<file path="src/rtl/l2_cache_ctrl_assoc_if.sv">
// Bus bundle between the L2 associative controller and its datapath/pmem.
// master = controller side, slave = datapath/memory side.
interface l2_cache_ctrl_assoc_if #(
    parameter int NUM_WAYS    = 4,
    parameter int BURST_BEATS = 4
);
    localparam int WAY_W  = $clog2(NUM_WAYS);
    localparam int BEAT_W = (BURST_BEATS > 1) ? $clog2(BURST_BEATS) : 1;

    logic                mem_read;
    logic                mem_write;
    logic [NUM_WAYS-1:0] hit_vec;
    logic [NUM_WAYS-1:0] valid_vec;
    logic [NUM_WAYS-1:0] dirty_vec;
    logic [WAY_W-1:0]    lru_way;
    logic                pmem_resp;
    logic [WAY_W-1:0]    way_sel;
    logic                pmem_addr_sel;
    logic                pmem_read;
    logic                pmem_write;
    logic [BEAT_W-1:0]   beat_idx;
    logic                load_data;
    logic                load_tag;
    logic                set_dirty;
    logic                lru_update;
    logic                mem_resp;

    modport master (
        input  mem_read, mem_write, hit_vec, valid_vec,
        input  dirty_vec, lru_way, pmem_resp,
        output way_sel, pmem_addr_sel, pmem_read, pmem_write,
        output beat_idx, load_data, load_tag, set_dirty,
        output lru_update, mem_resp
    );

    modport slave (
        output mem_read, mem_write, hit_vec, valid_vec,
        output dirty_vec, lru_way, pmem_resp,
        input  way_sel, pmem_addr_sel, pmem_read, pmem_write,
        input  beat_idx, load_data, load_tag, set_dirty,
        input  lru_update, mem_resp
    );
endinterface

</file>
<file path="src/rtl/l2_cache_ctrl_assoc.sv">
// N-way set-associative L2 control FSM.
// Zero-wait hits, burst write-back/fill, completes bursts on dropped requests.
module l2_cache_ctrl_assoc #(
    parameter int NUM_WAYS    = 4,
    parameter int BURST_BEATS = 4
) (
    input  logic clk,
    input  logic reset,
    l2_cache_ctrl_assoc_if.master bus
);
    localparam int WAY_W  = $clog2(NUM_WAYS);
    localparam int BEAT_W = (BURST_BEATS > 1) ? $clog2(BURST_BEATS) : 1;

    localparam logic [1:0] CHECK  = 2'd0;
    localparam logic [1:0] EVICT  = 2'd1;
    localparam logic [1:0] FILL   = 2'd2;
    localparam logic [1:0] UPDATE = 2'd3;

    logic [1:0]        state;
    logic [BEAT_W-1:0] cnt;
    logic [WAY_W-1:0]  victim;
    logic              drop;

    logic [WAY_W-1:0]  hit_idx;
    logic [WAY_W-1:0]  inv_idx;
    logic [WAY_W-1:0]  vic_next;
    logic              inv_any;
    logic              vic_dirty;
    logic              req;
    logic              hit;
    logic              last;

    assign req  = bus.mem_read | bus.mem_write;
    assign hit  = |bus.hit_vec;
    assign last = (cnt == BEAT_W'(BURST_BEATS - 1));

    // lowest-index hit way and lowest-index invalid way
    always_comb begin
        hit_idx = '0;
        inv_idx = '0;
        inv_any = 1'b0;
        for (int i = NUM_WAYS - 1; i >= 0; i--) begin
            if (bus.hit_vec[i]) begin
                hit_idx = WAY_W'(i);
            end
            if (!bus.valid_vec[i]) begin
                inv_idx = WAY_W'(i);
                inv_any = 1'b1;
            end
        end
    end

    assign vic_next  = inv_any ? inv_idx : bus.lru_way;
    assign vic_dirty = bus.valid_vec[vic_next] & bus.dirty_vec[vic_next];

    // state, beat counter, victim and dropped-request flag
    always_ff @(posedge clk) begin
        if (reset) begin
            state  <= CHECK;
            cnt    <= '0;
            victim <= '0;
            drop   <= 1'b0;
        end else begin
            unique case (state)
                CHECK: begin
                    if (req && !hit) begin
                        victim <= vic_next;
                        cnt    <= '0;
                        drop   <= 1'b0;
                        state  <= vic_dirty ? EVICT : FILL;
                    end
                end
                EVICT: begin
                    if (!req) begin
                        drop <= 1'b1;
                    end
                    if (bus.pmem_resp) begin
                        if (last) begin
                            cnt   <= '0;
                            state <= (drop || !req) ? CHECK : FILL;
                        end else begin
                            cnt <= cnt + 1'b1;
                        end
                    end
                end
                FILL: begin
                    if (bus.pmem_resp) begin
                        if (last) begin
                            cnt   <= '0;
                            state <= UPDATE;
                        end else begin
                            cnt <= cnt + 1'b1;
                        end
                    end
                end
                UPDATE: begin
                    state <= CHECK;
                end
                default: begin
                    state <= CHECK;
                end
            endcase
        end
    end

    // per-state strobes; everything held low while in reset
    always_comb begin
        bus.way_sel       = '0;
        bus.pmem_addr_sel = 1'b0;
        bus.pmem_read     = 1'b0;
        bus.pmem_write    = 1'b0;
        bus.beat_idx      = '0;
        bus.load_data     = 1'b0;
        bus.load_tag      = 1'b0;
        bus.set_dirty     = 1'b0;
        bus.lru_update    = 1'b0;
        bus.mem_resp      = 1'b0;
        if (!reset) begin
            unique case (state)
                CHECK: begin
                    if (req && hit) begin
                        bus.way_sel    = hit_idx;
                        bus.lru_update = 1'b1;
                        bus.set_dirty  = bus.mem_write;
                        bus.mem_resp   = 1'b1;
                    end
                end
                EVICT: begin
                    bus.way_sel       = victim;
                    bus.pmem_addr_sel = 1'b1;
                    bus.pmem_write    = 1'b1;
                    bus.beat_idx      = cnt;
                end
                FILL: begin
                    bus.way_sel   = victim;
                    bus.pmem_read = 1'b1;
                    bus.beat_idx  = cnt;
                    bus.load_data = bus.pmem_resp;
                end
                UPDATE: begin
                    bus.way_sel  = victim;
                    bus.load_tag = 1'b1;
                end
                default: begin
                    bus.way_sel = '0;
                end
            endcase
        end
    end
endmodule

</file>
<file path="src/flat_wrapper.sv">
// flat-port wrapper written by rule: the top's interface ports become plain ports
module l2_cache_ctrl_assoc_flat 
#(
    parameter int NUM_WAYS    = 4,
    parameter int BURST_BEATS = 4
)
  (clk, reset, bus_mem_read, bus_mem_write, bus_hit_vec, bus_valid_vec, bus_dirty_vec, bus_lru_way, bus_pmem_resp, bus_way_sel, bus_pmem_addr_sel, bus_pmem_read, bus_pmem_write, bus_beat_idx, bus_load_data, bus_load_tag, bus_set_dirty, bus_lru_update, bus_mem_resp);
  l2_cache_ctrl_assoc_if #(.NUM_WAYS(NUM_WAYS), .BURST_BEATS(BURST_BEATS)) bus_i ();
  input  logic clk;
  input  logic reset;
  input wire logic [$bits(bus_i.mem_read)-1:0] bus_mem_read;
  input wire logic [$bits(bus_i.mem_write)-1:0] bus_mem_write;
  input wire logic [$bits(bus_i.hit_vec)-1:0] bus_hit_vec;
  input wire logic [$bits(bus_i.valid_vec)-1:0] bus_valid_vec;
  input wire logic [$bits(bus_i.dirty_vec)-1:0] bus_dirty_vec;
  input wire logic [$bits(bus_i.lru_way)-1:0] bus_lru_way;
  input wire logic [$bits(bus_i.pmem_resp)-1:0] bus_pmem_resp;
  output wire logic [$bits(bus_i.way_sel)-1:0] bus_way_sel;
  output wire logic [$bits(bus_i.pmem_addr_sel)-1:0] bus_pmem_addr_sel;
  output wire logic [$bits(bus_i.pmem_read)-1:0] bus_pmem_read;
  output wire logic [$bits(bus_i.pmem_write)-1:0] bus_pmem_write;
  output wire logic [$bits(bus_i.beat_idx)-1:0] bus_beat_idx;
  output wire logic [$bits(bus_i.load_data)-1:0] bus_load_data;
  output wire logic [$bits(bus_i.load_tag)-1:0] bus_load_tag;
  output wire logic [$bits(bus_i.set_dirty)-1:0] bus_set_dirty;
  output wire logic [$bits(bus_i.lru_update)-1:0] bus_lru_update;
  output wire logic [$bits(bus_i.mem_resp)-1:0] bus_mem_resp;
  assign bus_i.mem_read = bus_mem_read;
  assign bus_i.mem_write = bus_mem_write;
  assign bus_i.hit_vec = bus_hit_vec;
  assign bus_i.valid_vec = bus_valid_vec;
  assign bus_i.dirty_vec = bus_dirty_vec;
  assign bus_i.lru_way = bus_lru_way;
  assign bus_i.pmem_resp = bus_pmem_resp;
  assign bus_way_sel = bus_i.way_sel;
  assign bus_pmem_addr_sel = bus_i.pmem_addr_sel;
  assign bus_pmem_read = bus_i.pmem_read;
  assign bus_pmem_write = bus_i.pmem_write;
  assign bus_beat_idx = bus_i.beat_idx;
  assign bus_load_data = bus_i.load_data;
  assign bus_load_tag = bus_i.load_tag;
  assign bus_set_dirty = bus_i.set_dirty;
  assign bus_lru_update = bus_i.lru_update;
  assign bus_mem_resp = bus_i.mem_resp;
  l2_cache_ctrl_assoc #(.NUM_WAYS(NUM_WAYS), .BURST_BEATS(BURST_BEATS)) u_core (.clk(clk), .reset(reset), .bus(bus_i));
endmodule
</file>
<file path="config.mk">
export PLATFORM = sky130hd
export DESIGN_NAME = l2_cache_ctrl_assoc_flat
export DESIGN_NICKNAME = d
export VERILOG_FILES = /design/src/rtl/l2_cache_ctrl_assoc_if.sv /design/src/rtl/l2_cache_ctrl_assoc.sv /design/src/flat_wrapper.sv
export SDC_FILE = /design/constraint.sdc
export NUM_CORES = 1
export LEC_CHECK = 0
export CAP_MARGIN = 20
export CORE_MARGIN = 4
export CORE_UTILIZATION = 36
export CTS_CLUSTER_DIAMETER = 200
export DETAILED_ROUTE_END_ITERATION = 10
export MAX_ROUTING_LAYER = met4
export PLACE_DENSITY_LB_ADDON = 0.12
export SETUP_SLACK_MARGIN = 0.05
export SLEW_MARGIN = 20
export SYNTH_ARGS = -nofsm -noshare
export SYNTH_HDL_FRONTEND = slang
export SYNTH_SLANG_ARGS = --single-unit
export TNS_END_PERCENT = 10
</file>
<file path="constraint.sdc">
create_clock -name clk -period 1.3 [get_ports clk]
set_clock_uncertainty 0.1 [all_clocks]
set_input_delay 0.195 -clock clk [delete_from_list [all_inputs] [get_ports clk]]
set_output_delay 0.195 -clock clk [all_outputs]
set_load 0.01 [all_outputs]
</file>
# == Word level (Yosys, flattened, before mapping) ==
# Index checks and enable logic that the tools add are counted.
# word_totals
reg_bits,7
in_bits,19
wordCells,85
# op_classes
addsub,1
n_lt_le_gt_ge,1
n_eq_ne,11
mux,51
n_bitwise,2
reduce_logical,15
# op_table
op,n
$mux W2,23
$mux W1,22
$ne A2 B1 Y1 const B,4
$pmux W2 S2,2
$pmux W2 S4,1
$eq A2 B2 Y1 const B,3
$ne A2 B2 Y1 const B,3
$reduce_and A3 Y1,2
$reduce_and A5 Y1,1
$bmux W1 S2,2
$reduce_bool A2 Y1,2
$reduce_or A4 Y1,1
$lt A2 B3 Y1 const B,1
$reduce_or A3 Y1,1
$add A2 B1 Y2 const B,1
$eq A2 B1 Y1 const B,1
$logic_and A1 B1 Y1,2
$logic_not A1 Y1,2
$logic_not A2 Y1,1
$pmux W1 S2,1
$reduce_and A2 Y1,1
$reduce_or A2 Y1,1
$and A1 B1 Y1,1
$logic_or A1 B1 Y1,1
$or A1 B1 Y1,1

# == Depth between registers and ports, before layout ==
# Gate-level depths: netlist of run 1.
# depth
word_depth,11
mapped_depth,6
depth_no_buf,6

# == Worst setup path before layout of run 1 ==
# Ideal clock, no wire load.
# synth_timing
path_type,flip-flop to output port
startpoint,reg u_core.state[0]
endpoint,out bus_set_dirty
arrival_time_ns,1.406
setup_slack_ns,-0.401
stages_incl_launch_ff,6
cell_sequence,dfxtp_1 -> inv_1 -> ha_1 -> o21ai_0 -> nor3_1 -> and2_1
# synth_between
elab_chain_len,3
# synth_rtl
element,line,rtl
start: declaration,l2_cache_ctrl_assoc.sv:19,logic [1:0] state;
start signal: assignment,l2_cache_ctrl_assoc.sv:70,state <= vic_dirty ? EVICT : FILL;
start signal: assignment,l2_cache_ctrl_assoc.sv:80,state <= (drop || !req) ? CHECK : FILL;
$logic_not A2 Y1,l2_cache_ctrl_assoc.sv:119,unique case (state)
$mux W1,l2_cache_ctrl_assoc.sv:119,
$mux W1,l2_cache_ctrl_assoc.sv:118,if (!reset) begin
end: declaration,flat_wrapper.sv:25,output wire logic [$bits(bus_i.set_dirty)-1:0] bus_set_dirty;
# No other way between the ends.

# == Worst setup path in the final report of run 1 ==
# layout_timing
startpoint,reg u_core.state[1]
endpoint,out bus_set_dirty
# Same word-level chain as after synthesis.

==> metrics.csv, run 1 <==
stage,metric,value,unit
grt,grt total ovfl,0,
run,maxcap violations,0,
min_path,Hold WC Path Type,in2reg,
grt,initial antenna violation count,0,
clock_tree,buffer depth of the longest clock path,2,
clock_tree,root buf cell,clkbuf_4,
routing,uppermost layer routed,met4,
die,I/O pins,31,
timing,Final Max Tran Viols,0,
timing,setup ws final,-0.329,ns
clock_tree,TritonCTS clock tree,done,
critical_path,reg2reg path depth,6,
timing,unrepaired setup endpoints after global routing,yes,
routing,final WL,2340,um
grt,largest net degree at the start of global routing,7,
logic_synthesis,main flop type after synthesis,dfxtp_1,
grt,vias in the first global route,960,
critical_path,CP top delay family,flip-flops,
layout,nets,169,
routing,"antenna viol nets, final",0,
routing,initial drt markers,9,
critical_path,critical path class,reg2out,
critical_path,critical path launch point type,register,
place,Port Buffers,30,
routing,metal3 WL,205,um
die,Core ar.,0.00175,sq mm
logic_synthesis,Netlist cell types,32,
logic_synthesis,post-synthesis sequential area ratio,20.9,%
layout,final std cells w/o fill,168,
critical_path,Critical Path Sink Type,output pin,
routing,Via Count,869,
critical_path,"Max FO, Critical Path",3,
place,Place WS,-0.800,ns
place,Cell Count Post-Placement,164,
grt,GRT Util Overall,21.2,%
pwr,Cell Pwr Density,1560,mW/mm^2
die,initial core utilization,38.4,%
layout,design area,0.00129,sq mm
layout,synthesis-to-finish area growth,92.9,%
critical_path,crit-path max cell delay,0.36,ns
min_path,Hold Path Depth,5,
die,die height,51.1,um
logic_synthesis,register bit count reported by yosys,7,
place,DP Area,0.00124,sq mm
logic_synthesis,Mapped Cells,86,
critical_path,CP bufs+invs,2,
critical_path,WP data required,1.00,ns
place,RD Place Congestion,0.781,
logic_synthesis,Post-synth EDFFs,0,
layout,layout cells sized above 1,49.0,%
timing,Tcrit/Tclk final,125,%
critical_path,crit path DAT,1.33,ns
layout,Antenna Diode Count,0,
clock_tree,post-CTS setup buffers,0,
run_status,failing checks,setup timing,
clock_tree,cts hold-fix bufs,0,
routing,WL met2,1240,um
clock_tree,H-tree Lvls,1,
clock_tree,worst skew pair latency,0.25,ns
timing,final setup vio count,18,
pwr,Leak,0.561,nW
pwr,Worst VDD drop,0.00112,V
critical_path,critical path depth in cells,6,
logic_synthesis,Synth Cell Area,669,sq um
timing,Max Fclk,614,MHz
routing,Residual DRC,0,
clock_tree,"Reg clk slew, reported paths",0.05,ns
routing,Initial DRT Pass Iterations,4,
clock_tree,clk sink count,7,
logic_synthesis,Post-Synthesis Net Count,111,
routing,WL/cell,13.9,um
die,Die Wd,51.1,um
timing,Least-Margin Pin Slew,0.350,ns
routing,Vias/cell,5.17,
die,placement row count,15,
logic_synthesis,synthesized area per cell,7.78,sq um
layout,area of the multi-input gates,631,sq um
run_status,status,finished with violations,
routing,DRT met1 WL,888,um
logic_synthesis,Yosys Warn Count,0,
die,DIE AREA,0.00261,sq mm
clock_tree,total CTS buffers,3,
critical_path,cells along the critical path,inv_4 > ha_4 > o21ai_4 > nor3_4 > and2_4 > buf_6,
timing,Final Critical Period,1.63,ns
logic_synthesis,Async SR Flop Fraction,0,%
grt,first-pass GRT wire length,4110,um
timing,Slew Limit Headroom,76.7,%
place,post-DP HPWL,1790,um
critical_path,Slowest cell on crit path,dfxtp_4,
layout,Sequential Area,145,sq um
layout,fillers,138,
timing,Fin. Hold Viols,0,
## kinds of logic after synthesis
kind of cell	count (synthesis)	share of synthesized area, %
AOI/OAI and AO/OA	23	25.6
adders and majority gates	6	11.2
buffers and inverters	8	5.61
DFF	7	20.9
muxes	3	4.49
and+or+nand+nor	39	32.1
## tightest hold or removal path, cell delays in order
cell and delay [ns]:
clkbuf_2 0.12, or4_4 0.16, nor2_4 0.04, nand3_1 0.08, a21oi_2 0.05
## final timing paths
kind / startpoint / end / slack [ns]
min: bus_hit_vec[2] / u_core.victim[0]$_SDFFE_PP0P_ / 0.35
max: u_core.state[1]$_SDFFE_PP0P_ / bus_set_dirty / -0.33
max reg2reg: u_core.state[1]$_SDFFE_PP0P_ / u_core.state[1]$_SDFFE_PP0P_ / -0.28
min reg2reg: u_core.victim[1]$_SDFFE_PP0P_ / u_core.victim[1]$_SDFFE_PP0P_ / 0.36
## report_power, final
part	switching, mW	internal (mW)	total [mW]
sequential	0.0439	0.265	0.309
clock	0.0825	0.117	0.200
combinational	0.685	0.817	1.50
## synth_stat cells, drive strengths merged (2+ instances only)
cell	n	area share [%]
mux2i	3	4.5
nand3	3	2.2
nand2b	4	3.7
nor4	2	1.9
inv	5	2.8
o211ai	2	2.2
nor2b	5	4.7
a21oi	6	4.5
nor2	8	4.5
dfxtp	7	21
and2	5	4.9
ha	6	11
buf	3	2.8
a211oi	2	2.2
o21ai	6	6.2
nand2	6	3.4
## sequential cells by signal (all words and copies together), names as in the netlist
name           flops
u_core.cnt         2
u_core.drop        1
u_core.state       2
u_core.victim      2
## through the flow
step           hold slack (ns)  power [mW]  util (%)  setup TNS (ns)
5_1_grt                  0.376        2.17      74.0           -5.27
6_report                 0.346        2.01      74.0           -4.03
3_5_place_dp             0.349        1.63      71.1          -12.46
2_1_floorplan            0.242        1.07         -          -0.327
3_3_place_gp             0.343        1.60      71.1          -12.12
4_1_cts                  0.360        1.91      73.1           -4.22
## per-layer routing
metal | vias to the layer above | GRT usage [%]
li1 | 424 | -
met5 | - | -
met1 | 404 | 20.5
met3 | 2 | 6.41
met4 | 0 | 8.52
met2 | 39 | 39.1
## final cells by class
class | count | share of cell area (%)
Multi-Input combinational cell | 71 | 48.8
Timing Repair Buffer | 56 | 33.6
Sequential cell | 7 | 11.2
Tap cell | 25 | 2.42
Clock buffer | 4 | 2.03
Inverter | 5 | 1.84
## cell usage in the layout (no fill, tap or decap), types with 2 or more instances in the layout
master,instances
buf_4,24
clkdlybuf4s50_1,11
buf_2,11
nor2_1,7
nand2_1,6
dfxtp_1,5
nand2b_1,4
a21oi_1,4
dlygate4sd2_1,4
o21ai_4,3
and2_1,3
inv_1,3
o21ai_0,3
ha_4,3
ha_1,3
clkbuf_4,3
buf_6,3
inv_4,2
o211ai_1,2
a21oi_2,2
nor2b_1,2
nor2b_2,2
mux2i_1,2
a211oi_1,2
nand3_1,2
clkbuf_2,2
## what timing repair did
item | 4_1_cts | 5_1_grt
gates cloned | 0 | 0
setup endpoints to repair | 19 | 19
pin swaps | 13 | 4
gates resized for setup | 71 | 12
No activity file was read; power rests on OpenSTA's default activity.
==> inputs of run 2 (changes only) <==
--- a/config.mk
+++ b/config.mk
@@ -12,8 +12,9 @@
 export DETAILED_ROUTE_END_ITERATION = 10
 export MAX_ROUTING_LAYER = met4
 export PLACE_DENSITY_LB_ADDON = 0.12
+export REMOVE_ABC_BUFFERS = 1
 export SETUP_SLACK_MARGIN = 0.05
-export SLEW_MARGIN = 20
+export SLEW_MARGIN = 0
 export SYNTH_ARGS = -nofsm -noshare
 export SYNTH_HDL_FRONTEND = slang
 export SYNTH_SLANG_ARGS = --single-unit
==> run 2 against run 1 <==
Effect of this change: the run still ends with setup timing left; total power increased by 0.40%; global-route usage decreased by 3.2 points; setup slack got worse by 0.0016 ns; critical path type unchanged; routed wire length decreased by 4.6%; design area increased by 1.1%; worst hold slack got worse by 0.038 ns; maximum frequency about the same; final cell count decreased by 1.8%; flip-flop and latch count unchanged; sequential power decreased by 4%; clock-buffer cell count decreased by 1.
==> metrics.csv, run 2 (synthesized netlist as in run 1, its figures left out) <==
stage,metric,value,unit,change
routing,initial drt markers,18,,was 9
run,maxcap violations,0,,unchanged
layout,nets,166,,was 169
die,I/O pins,31,,unchanged
pwr,Tot Pwr,2.02,mW,was 2.01 mW
routing,final WL,2240,um,was 2340 um
routing,"antenna viol nets, final",0,,unchanged
timing,Fin. Hold Viols,0,,unchanged
routing,Via Count,822,,was 869
pwr,Leak,0.573,nW,was 0.561 nW
layout,Antenna Diode Count,0,,unchanged
critical_path,crit path DAT,1.34,ns,was 1.33 ns
routing,Residual DRC,0,,unchanged
clock_tree,clk sink count,7,,unchanged
routing,Initial DRT Pass Iterations,4,,unchanged
critical_path,WP data required,1.00,ns,about the same
timing,unrepaired setup endpoints after global routing,yes,,unchanged
clock_tree,H-tree Lvls,1,,unchanged
clock_tree,root buf cell,clkbuf_4,,unchanged
timing,Tcrit/Tclk final,125,%,about the same
clock_tree,worst skew pair latency,0.25,ns,about the same
clock_tree,total CTS buffers,3,,unchanged
layout,synthesis-to-finish area growth,95.0,%,was 92.9%
clock_tree,buffer depth of the longest clock path,2,,unchanged
min_path,Hold Path Depth,3,,was 5
critical_path,"Max FO, Critical Path",3,,unchanged
grt,first-pass GRT wire length,3600,um,was 4110 um
routing,WL/cell,13.5,um,was 13.9 um
grt,GRT Util Overall,18.0,%,was 21.2%
place,Port Buffers,30,,unchanged
pwr,Worst VDD drop,0.000962,V,was 0.00112 V
routing,WL met2,1170,um,was 1240 um
grt,grt total ovfl,0,,unchanged
routing,Vias/cell,4.98,,was 5.17
clock_tree,TritonCTS clock tree,done,,unchanged
layout,Largest regs,"u_core.cnt (2), u_core.state (2), u_core.victim (2)",,unchanged
place,RD Place Congestion,0.777,,was 0.781
timing,Slew Limit Headroom,73.3,%,was 76.7%
layout,"commonest cells after routing, fill and taps aside","buf_4, clkdlybuf4s50_1, buf_6",,"was buf_4, clkdlybuf4s50_1, buf_2"
die,Die Wd,51.1,um,unchanged
grt,vias in the first global route,833,,was 960
run_status,failing checks,setup timing,,unchanged
routing,metal3 WL,124,um,was 205 um
pwr,Cell Pwr Density,1550,mW/mm^2,was 1560 mW/mm^2
critical_path,critical path launch point type,register,,unchanged
timing,Max Fclk,613,MHz,was 614 MHz
die,initial core utilization,38.4,%,unchanged
grt,initial antenna violation count,0,,unchanged
clock_tree,"Reg clk slew, reported paths",0.06,ns,was 0.05 ns
critical_path,Critical Path Sink Type,output pin,,unchanged
routing,uppermost layer routed,met4,,unchanged
timing,Final Max Tran Viols,0,,unchanged
critical_path,critical path class,reg2out,,unchanged
run_status,status,finished with violations,,unchanged
min_path,Hold WC Path Type,in2reg,,unchanged
layout,layout cells sized above 1,50.0,%,was 49.0%
place,Place WS,-0.838,ns,was -0.800 ns
timing,final setup vio count,18,,unchanged
routing,DRT met1 WL,930,um,was 888 um
die,Core ar.,0.00175,sq mm,unchanged
timing,Final Critical Period,1.63,ns,about the same
critical_path,reg2reg path depth,6,,unchanged
grt,largest net degree at the start of global routing,9,,was 7
timing,setup ws final,-0.331,ns,was -0.329 ns
die,die height,51.1,um,unchanged
place,post-DP HPWL,1670,um,was 1790 um
layout,"commonest non-fill, non-tap cell in the layout",buf_4,,unchanged
timing,hold_ws,0.308,ns,was 0.346 ns
die,DIE AREA,0.00261,sq mm,unchanged
die,placement row count,15,,unchanged
timing,Least-Margin Pin Slew,0.400,ns,was 0.350 ns
[run 2: cell types whose count changed in the layout (fill, tap and decap cells not counted), sizes merged]
cell           delta
clkdlybuf4s50     -2
buf               -3
clkinv            +1
dlymetal6s2s      +2
clkbuf            -1
[run 2: per-stage QoR]
step / util (%) / instances / cell area [sq um] / TNS (ns)
global route: 74.8 / 165 / 1310 / -4.84
finish: 74.8 / 165 / 1310 / -3.78
CTS: 70.9 / 165 / 1240 / -4.05
detailed placement: 65.7 / 160 / 1150 / -11.79
global placement: 65.7 / 160 / 1150 / -11.49
floorplan: - / 83 / 651 / -1.83
[run 2: power breakdown]
group	internal [mW]	switching, mW	total (mW)	leakage (nW)
clock network	0.113	0.0883	0.201	0.0177
registers	0.259	0.0387	0.298	0.0575
logic	0.847	0.673	1.52	0.498
[run 2: area by class of cell]
cell class,count,area [sq um]
multi-input combinational,71,631
timing repair buffer,53,449
fill,128,440
sequential,7,143
tap,25,31.3
inverter,5,23.8
clock buffer,3,22.5
clock inverter,1,5.00
[run 2: repair_timing]
action                                  in CTS  in global routing
gates resized for setup                     86                 21
buffers inserted                             1                  0
hold buffers                                 0                  0
endpoints found under the setup margin      19                 19
gates cloned                                 0                  0
pin swaps                                   10                  9
[run 2: worst paths after layout]
check	start	end	slack (ns)
min reg2reg	u_core.victim[0]$_SDFFE_PP0P_	u_core.victim[0]$_SDFFE_PP0P_	0.37
max reg2reg	u_core.state[1]$_SDFFE_PP0P_	u_core.state[1]$_SDFFE_PP0P_	-0.23
max	u_core.state[0]$_SDFFE_PP0P_	bus_load_data	-0.33
min	bus_lru_way[1]	u_core.victim[1]$_SDFFE_PP0P_	0.31
[run 2: critical path, cell delays in order, from the launching register on]
cell and delay (ns):
dfxtp_2 0.36, inv_4 0.06, buf_6 0.11, ha_4 0.15, nor2b_4 0.12, and2_1 0.16
buf_2 0.13
[run 2: per-layer routing]
metal	global-route usage (%)	vias up
li1	-	419
met3	4.08	2
met1	19.6	387
met4	3.59	0
met2	33.3	14
met5	-	-
==> inputs of run 3 (changes only) <==
--- a/config.mk
+++ b/config.mk
@@ -14,7 +14,6 @@
 export PLACE_DENSITY_LB_ADDON = 0.12
 export REMOVE_ABC_BUFFERS = 1
 export SETUP_SLACK_MARGIN = 0.05
-export SLEW_MARGIN = 0
 export SYNTH_ARGS = -nofsm -noshare
 export SYNTH_HDL_FRONTEND = slang
 export SYNTH_SLANG_ARGS = --single-unit
==> results of run 3 <==
Same layout as run 2: the final DEF is identical, and so are final timing and power.
